==> src/rtl/axp_mem_port_pkg.sv <==
// Shared definitions for the memory port: size masks, FSM states, lane helpers.
// Latency: n/a (types and pure functions only).
// Backpressure: n/a.
package axp_mem_port_pkg;

  localparam logic [7:0] MASK_B = 8'h01;
  localparam logic [7:0] MASK_W = 8'h03;
  localparam logic [7:0] MASK_L = 8'h0F;
  localparam logic [7:0] MASK_Q = 8'hFF;

  typedef enum logic [2:0] {
    IDLE  = 3'd0,
    RD    = 3'd1,
    RWAIT = 3'd2,
    WR    = 3'd3,
    RESP  = 3'd4
  } state_t;

  // Any mask outside the four legal sizes behaves as a full quadword
  function automatic logic [7:0] norm_mask(input logic [7:0] m);
    case (m)
      MASK_B, MASK_W, MASK_L: norm_mask = m;
      default:                norm_mask = MASK_Q;
    endcase
  endfunction

  // Low address bits that must be zero for natural alignment (n-1)
  function automatic logic [2:0] align_bits(input logic [7:0] m);
    case (m)
      MASK_B:  align_bits = 3'd0;
      MASK_W:  align_bits = 3'd1;
      MASK_L:  align_bits = 3'd3;
      default: align_bits = 3'd7;
    endcase
  endfunction

  // One mask bit per byte lane, widened to eight data bits per lane
  function automatic logic [63:0] byte_expand(input logic [7:0] m);
    byte_expand = '0;
    for (int i = 0; i < 8; i++) begin
      byte_expand[8*i +: 8] = {8{m[i]}};
    end
  endfunction

endpackage

==> src/rtl/axp_mem_lane.sv <==
// Byte-lane datapath: alignment check, lane mask/shift, RMW merge, load extract/extend.
// Latency: purely combinational.
// Backpressure: none; the caller decides when results are sampled.
module axp_mem_lane
  import axp_mem_port_pkg::*;
(
  input  logic [2:0]  addr_lo,
  input  logic [7:0]  mask,
  input  logic        sext,
  input  logic [63:0] st_data,
  input  logic [63:0] rd_data,
  output logic        fault,
  output logic        quad,
  output logic [7:0]  lanes,
  output logic [63:0] st_shift,
  output logic [63:0] merged,
  output logic [63:0] ld_data
);

  logic [7:0]  nmask;
  logic [5:0]  sh;
  logic [63:0] lane_bits;
  logic [63:0] ext;

  // Place store data into its lanes and pull load data out of them
  always_comb begin
    nmask     = norm_mask(mask);
    sh        = {addr_lo, 3'b000};
    fault     = |(addr_lo & align_bits(nmask));
    quad      = (nmask == MASK_Q);
    lanes     = nmask << addr_lo;
    st_shift  = st_data << sh;
    lane_bits = byte_expand(lanes);
    merged    = (rd_data & ~lane_bits) | (st_shift & lane_bits);
    ext       = (rd_data >> sh) & byte_expand(nmask);
    if (sext && (nmask == MASK_L)) begin
      ld_data = {{32{ext[31]}}, ext[31:0]};
    end else begin
      ld_data = ext;
    end
  end

endmodule

==> src/rtl/axp_mem_port.sv <==
// Core load/store responder on a 64-bit quadword bus; AXP_MEM_BYTE_ENABLE_EN adds bus_be and drops RMW.
// Latency (zero-wait bus): fault 1, quad store 2, load 3, partial store 4 (2 with byte enables).
// Backpressure: one request in flight; bus commands held until bus_ready, response held until rsp_ready.
module axp_mem_port
  import axp_mem_port_pkg::*;
#(
  parameter int ADDR_W = 64
) (
  input  logic              clock,
  input  logic              reset_n,
  input  logic              req_valid,
  output logic              req_ready,
  input  logic              req_store,
  input  logic              req_sext,
  input  logic [ADDR_W-1:0] req_addr,
  input  logic [7:0]        req_mask,
  input  logic [63:0]       req_data,
  output logic              rsp_valid,
  input  logic              rsp_ready,
  output logic [63:0]       rsp_data,
  output logic              rsp_fault,
  output logic              bus_valid,
  input  logic              bus_ready,
  output logic              bus_write,
  output logic [ADDR_W-4:0] bus_addr,
  output logic [63:0]       bus_wdata,
  input  logic              bus_rvalid,
  input  logic [63:0]       bus_rdata
`ifdef AXP_MEM_BYTE_ENABLE_EN
  ,
  output logic [7:0]        bus_be
`endif
);

`ifdef AXP_MEM_BYTE_ENABLE_EN
  localparam bit BE_EN = 1'b1;
`else
  localparam bit BE_EN = 1'b0;
`endif

  state_t              state_q, state_d;
  logic                req_ready_q, req_ready_d;
  logic                rsp_valid_q, rsp_valid_d;
  logic                rsp_fault_q, rsp_fault_d;
  logic [63:0]         rsp_data_q, rsp_data_d;
  logic                bus_valid_q, bus_valid_d;
  logic                bus_write_q, bus_write_d;
  logic [ADDR_W-4:0]   bus_addr_q, bus_addr_d;
  logic [63:0]         bus_wdata_q, bus_wdata_d;
  logic [2:0]          r_addr_lo_q, r_addr_lo_d;
  logic [7:0]          r_mask_q, r_mask_d;
  logic                r_sext_q, r_sext_d;
  logic                r_store_q, r_store_d;
  logic [63:0]         r_data_q, r_data_d;

  logic                accept;
  logic [2:0]          ln_addr;
  logic [7:0]          ln_mask;
  logic                ln_sext;
  logic [63:0]         ln_data;
  logic                ln_fault, ln_quad;
  logic [7:0]          ln_lanes;
  logic [63:0]         ln_st_shift, ln_merged, ln_ld_data;

  assign accept = (state_q == IDLE) && req_valid && req_ready_q;

  // Lane logic sees the live request while idle and the held request afterwards
  always_comb begin
    if (state_q == IDLE) begin
      ln_addr = req_addr[2:0];
      ln_mask = req_mask;
      ln_sext = req_sext;
      ln_data = req_data;
    end else begin
      ln_addr = r_addr_lo_q;
      ln_mask = r_mask_q;
      ln_sext = r_sext_q;
      ln_data = r_data_q;
    end
  end

  axp_mem_lane u_lane (
    .addr_lo  (ln_addr),
    .mask     (ln_mask),
    .sext     (ln_sext),
    .st_data  (ln_data),
    .rd_data  (bus_rdata),
    .fault    (ln_fault),
    .quad     (ln_quad),
    .lanes    (ln_lanes),
    .st_shift (ln_st_shift),
    .merged   (ln_merged),
    .ld_data  (ln_ld_data)
  );

  // Next-state and next-output computation for the request FSM
  always_comb begin
    state_d     = state_q;
    rsp_valid_d = rsp_valid_q;
    rsp_fault_d = rsp_fault_q;
    rsp_data_d  = rsp_data_q;
    bus_valid_d = bus_valid_q;
    bus_write_d = bus_write_q;
    bus_addr_d  = bus_addr_q;
    bus_wdata_d = bus_wdata_q;
    r_addr_lo_d = r_addr_lo_q;
    r_mask_d    = r_mask_q;
    r_sext_d    = r_sext_q;
    r_store_d   = r_store_q;
    r_data_d    = r_data_q;
    case (state_q)
      IDLE: if (accept) begin
        r_addr_lo_d = req_addr[2:0];
        r_mask_d    = req_mask;
        r_sext_d    = req_sext;
        r_store_d   = req_store;
        r_data_d    = req_data;
        bus_addr_d  = req_addr[ADDR_W-1:3];
        if (ln_fault) begin
          state_d     = RESP;
          rsp_valid_d = 1'b1;
          rsp_fault_d = 1'b1;
          rsp_data_d  = '0;
        end else if (req_store && (BE_EN || ln_quad)) begin
          state_d     = WR;
          bus_valid_d = 1'b1;
          bus_write_d = 1'b1;
          bus_wdata_d = ln_st_shift;
        end else begin
          state_d     = RD;
          bus_valid_d = 1'b1;
          bus_write_d = 1'b0;
        end
      end
      RD: if (bus_ready) begin
        bus_valid_d = 1'b0;
        state_d     = RWAIT;
      end
      RWAIT: if (bus_rvalid) begin
        if (r_store_q) begin
          state_d     = WR;
          bus_valid_d = 1'b1;
          bus_write_d = 1'b1;
          bus_wdata_d = ln_merged;
        end else begin
          state_d     = RESP;
          rsp_valid_d = 1'b1;
          rsp_fault_d = 1'b0;
          rsp_data_d  = ln_ld_data;
        end
      end
      WR: if (bus_ready) begin
        bus_valid_d = 1'b0;
        bus_write_d = 1'b0;
        state_d     = RESP;
        rsp_valid_d = 1'b1;
        rsp_fault_d = 1'b0;
        rsp_data_d  = '0;
      end
      RESP: if (rsp_ready) begin
        rsp_valid_d = 1'b0;
        rsp_fault_d = 1'b0;
        rsp_data_d  = '0;
        state_d     = IDLE;
      end
      default: state_d = IDLE;
    endcase
    req_ready_d = (state_d == IDLE);
  end

  // State and output registers; reset drops any held request
  always_ff @(posedge clock or negedge reset_n) begin
    if (!reset_n) begin
      state_q     <= IDLE;
      req_ready_q <= 1'b0;
      rsp_valid_q <= 1'b0;
      rsp_fault_q <= 1'b0;
      rsp_data_q  <= '0;
      bus_valid_q <= 1'b0;
      bus_write_q <= 1'b0;
      bus_addr_q  <= '0;
      bus_wdata_q <= '0;
      r_addr_lo_q <= '0;
      r_mask_q    <= '0;
      r_sext_q    <= 1'b0;
      r_store_q   <= 1'b0;
      r_data_q    <= '0;
    end else begin
      state_q     <= state_d;
      req_ready_q <= req_ready_d;
      rsp_valid_q <= rsp_valid_d;
      rsp_fault_q <= rsp_fault_d;
      rsp_data_q  <= rsp_data_d;
      bus_valid_q <= bus_valid_d;
      bus_write_q <= bus_write_d;
      bus_addr_q  <= bus_addr_d;
      bus_wdata_q <= bus_wdata_d;
      r_addr_lo_q <= r_addr_lo_d;
      r_mask_q    <= r_mask_d;
      r_sext_q    <= r_sext_d;
      r_store_q   <= r_store_d;
      r_data_q    <= r_data_d;
    end
  end

`ifdef AXP_MEM_BYTE_ENABLE_EN
  logic [7:0] bus_be_q, bus_be_d;

  // Byte enables: store lane mask for writes, all lanes for reads
  always_comb begin
    bus_be_d = bus_be_q;
    if (accept && !ln_fault) begin
      bus_be_d = req_store ? ln_lanes : 8'hFF;
    end
  end

  // Byte-enable register
  always_ff @(posedge clock or negedge reset_n) begin
    if (!reset_n) bus_be_q <= '0;
    else          bus_be_q <= bus_be_d;
  end

  assign bus_be = bus_be_q;
`endif

  assign req_ready = req_ready_q;
  assign rsp_valid = rsp_valid_q;
  assign rsp_fault = rsp_fault_q;
  assign rsp_data  = rsp_data_q;
  assign bus_valid = bus_valid_q;
  assign bus_write = bus_write_q;
  assign bus_addr  = bus_addr_q;
  assign bus_wdata = bus_wdata_q;

endmodule

==> config.mk <==
export PLATFORM = sky130hd
export DESIGN_NAME = axp_mem_port
export DESIGN_NICKNAME = d
export VERILOG_FILES = /design/src/rtl/axp_mem_port_pkg.sv /design/src/rtl/axp_mem_lane.sv /design/src/rtl/axp_mem_port.sv
export SDC_FILE = /design/constraint.sdc
export NUM_CORES = 1
export LEC_CHECK = 0
export CORE_MARGIN = 5
export CORE_UTILIZATION = 50
export CTS_CLUSTER_SIZE = 12
export DETAILED_ROUTE_END_ITERATION = 8
export GPL_TIMING_DRIVEN = 0
export PLACE_DENSITY = 0.92
export SLEW_MARGIN = 30
export SYNTH_ARGS = -nofsm -noshare
export SYNTH_HDL_FRONTEND = slang
export SYNTH_SLANG_ARGS = --single-unit
==> constraint.sdc <==
create_clock -name clock -period 3.9 [get_ports clock]
set_input_delay 1.17 -clock clock [delete_from_list [all_inputs] [get_ports clock]]
set_output_delay 1.17 -clock clock [all_outputs]
set_load 0.005 [all_outputs]
==> flow_metrics.tcl <==
set metrics [dict create \
    status "finished, final reports clean" \
    die-area_um2 35400 \
    crit_path_end_kind "register" \
    crit_path_start_kind "register" \
    cts.clk_slew.worst_paths_ps 70 \
    final-setup-viol-count 0 \
    critical_path.max_fanout 10 \
    regToRegStartpoint "state_q[1]$_DFF_PN0_" \
    grt_pass1_vias 16900 \
    rows 65 \
    r2r_end "bus_wdata[62]$_DFFE_PN0P_" \
    syn_inst 1878 \
    p_clk_frac 0.124 \
    synth_top_area_cell "dfrtp_1" \
    layout-drive-gt1-share 0.0571 \
    rrSetupSlack_ps 6 \
    cts-buffers-inserted 28 \
    period_needed_ps 3890 \
    syn_area_um2 15900 \
    finClkSkew_ps 16.1 \
    path_class "register to register" \
    h-tree-depth 1 \
    dr_total_vias 17100 \
    pwr-share-comb 0.638 \
    dr.pass1.iters 6 \
    wl_per_cell_um 26.9 \
    ys_ff_latch 274 \
    clk_latency_ps 560 \
    p_seq_frac 0.238 \
    syn_to_final_growth_pct 35.1 \
    final_cell_count_no_fill 2733 \
    hp-class "primary input to async pin" \
    arrival_ps 4380 \
    core-area_um2 31500 \
    layout_worst_path_cycle_share 0.999 \
    ios 402 \
    gp_congestion 1.04 \
    start_util 0.504 \
    drv_cap 0 \
    fp.dieW_um 188 \
    rsz0062_at_grt "no" \
    whs_ps 434 \
    dpl.cell_count 2683 \
    antenna_found_initial 0 \
    power_density_nw_per_um2 959 \
    tightest_slew_ps 972 \
    num_antenna_cells 0 \
    post-dp-hpwl_mm 58.8 \
    synth_top_area_share 0.432 \
    yosysMostFrequentCell "nand2_1" \
    grt_usage 0.398 \
    switchingPower_mw 10.3 \
    fmax_mhz 257 \
    viasPerCell 6.25 \
    nNetsFinal 2526 \
    synth.area.top_cells "dfrtp_1 43%, nand2_1 15%, mux2i_1 15%" \
    netlist_top_cells_count "639 x nand2_1, 274 x dfrtp_1, 231 x mux2i_1" \
    syn_avg_cell_area_um2 8.45 \
    overflow 0 \
    yosys_warnings 0 \
    intPower_mw 10.3 \
    yosysUniqueCellTypes 61 \
    tritoncts "built" \
    port_buffers 400 \
    vdd_ir_drop_max_mv 0.514 \
    grt_max_degree 93 \
    wl_mm 73.4 \
    synth-edff-count 0 \
    synthArstFlopShare 1.00 \
    hold_violations 0 \
    ys.flop_type "dfrtp_1" \
    relSlewSlack 0.352 \
    cts_buffer_depth 3 \
    cts_root_buf "clkbuf_16" \
    synth_nets 2086 \
    required_ps 4380 \
    cts.sinks 274 \
    grt_pass1_wl_mm 108 \
    antenna_left 0 \
    drc 0 \
    drtIter0Drc 1995 \
    drv_slew 0 \
    die_y_um 188 \
    ys_seq_area_frac 0.432 \
    switching_share 0.499 \
    p_leak_nw 9.75 \
    worstRegToRegCells 10 \
]
-- routing by layer --
layer | vias to the layer above | track usage | share of wire
met5 | - | 0 | 0
li1 | 7362 | - | -
met3 | 230 | 0.0880 | 0.11
met4 | 0 | 0.150 | 0.049
met2 | 1217 | 0.647 | 0.46
met1 | 8278 | 0.522 | 0.39
-- cells by family (layout without fill, tap and decap cells) --
| logic type | Yosys count | count (layout) | share of synthesized area |
|---|---|---|---|
| AND/OR/NAND/NOR | 812 | 812 | 0.207 |
| buffers and inverters | 146 | 599 | 0.0389 |
| AO/OA/AOI/OAI | 396 | 396 | 0.163 |
| multiplexers | 250 | 250 | 0.159 |
| flip-flops | 274 | 274 | 0.432 |
-- critical path, stage by stage (launching register included) --
cell and delay (ps):
dfrtp_1 390, buf_2 200, nor3_4 490, mux2i_2 510, buf_2 370, buf_2 430
mux2i_1 600, a21oi_1 200, mux2i_1 310, mux2i_1 150, o21ai_1 150
-- repair_timing --
| item | CTS | global route |
|---|---|---|
| resized for setup | 3 | 8 |
| buffers inserted | 7 | 0 |
| endpoints found under the hold margin | 0 | 0 |
| hold buffers | 0 | 0 |
| setup endpoints to repair | 65 | 69 |
| pin swaps | 5 | 2 |
-- power by group through the flow --
stage	registers, mW	clock network (mW)	logic, mW
finish	4.90	2.55	13.1
CTS	4.86	2.56	12.7
floorplan	4.74	0	7.04
detailed placement	4.90	0	12.6
global route	5.00	2.69	13.8
global placement	4.84	0	12.3
-- layout by cell type (no fill, tap or decap), types with 10 or more instances in the layout --
cell	synthesis	layout
nand2_1	639	639
clkdlybuf4s50_1	0	399
dfrtp_1	274	274
mux2i_1	231	229
clkbuf_1	78	83
o21ai_0	83	83
nor2_1	80	80
o21ai_1	74	74
a21oi_1	60	59
a211oi_1	42	42
buf_2	38	35
nor2b_1	34	34
a31oi_1	29	29
clkbuf_16	0	29
nand3_1	26	26
a22o_1	24	24
mux2_2	19	19
buf_1	15	14
a32oi_1	11	11
o31ai_1	10	10
o22ai_1	10	10
-- sequential cells by signal (all words and copies together), names as in the netlist, 3 cells and up --
signal	flops
state_q	3
r_addr_lo_q	3
bus_addr	61
r_mask_q	8
r_data_q	64
bus_wdata	64
rsp_data	64
-- layout make-up --
class                           count  area (um^2)
Timing Repair Buffer              410         4180
Fill cell                        2432        10000
Multi-Input combinational cell   1458         8430
Sequential cell                   274         6860
Clock buffer                       40          827
Tap cell                          402          503
Clock inverter                      3         15.0
Buffer                            137          592
Inverter                            9         33.8
-- stage by stage --
step	total power [mW]	setup slack [ps]	TNS [ps]	util	instance area (um^2)
6_report	20.6	5.57	0	0.681	21400
5_1_grt	21.5	7.23	0	0.681	21400
4_1_cts	20.1	16.8	0	0.681	21400
3_5_place_dp	17.5	-856	-65440	0.650	20500
3_3_place_gp	17.2	-9560	-2668220	0.647	20400
2_1_floorplan	11.8	532	0	-	15900
-- how the worst max path moves through the flow --
stage,cells after the start,to,startpoint
CTS,10,bus_wdata[61]$_DFFE_PN0P_,state_q[1]$_DFF_PN0_
detailed placement,11,bus_wdata[59]$_DFFE_PN0P_,req_mask[0]
finish,10,bus_wdata[62]$_DFFE_PN0P_,state_q[1]$_DFF_PN0_
global placement,1,bus_addr[25]$_DFFE_PN0P_,reset_n
floorplan,9,rsp_data[46]$_DFFE_PN0P_,req_mask[4]
global route,10,bus_wdata[62]$_DFFE_PN0P_,state_q[1]$_DFF_PN0_
No activity file was read; power rests on OpenSTA's default activity.
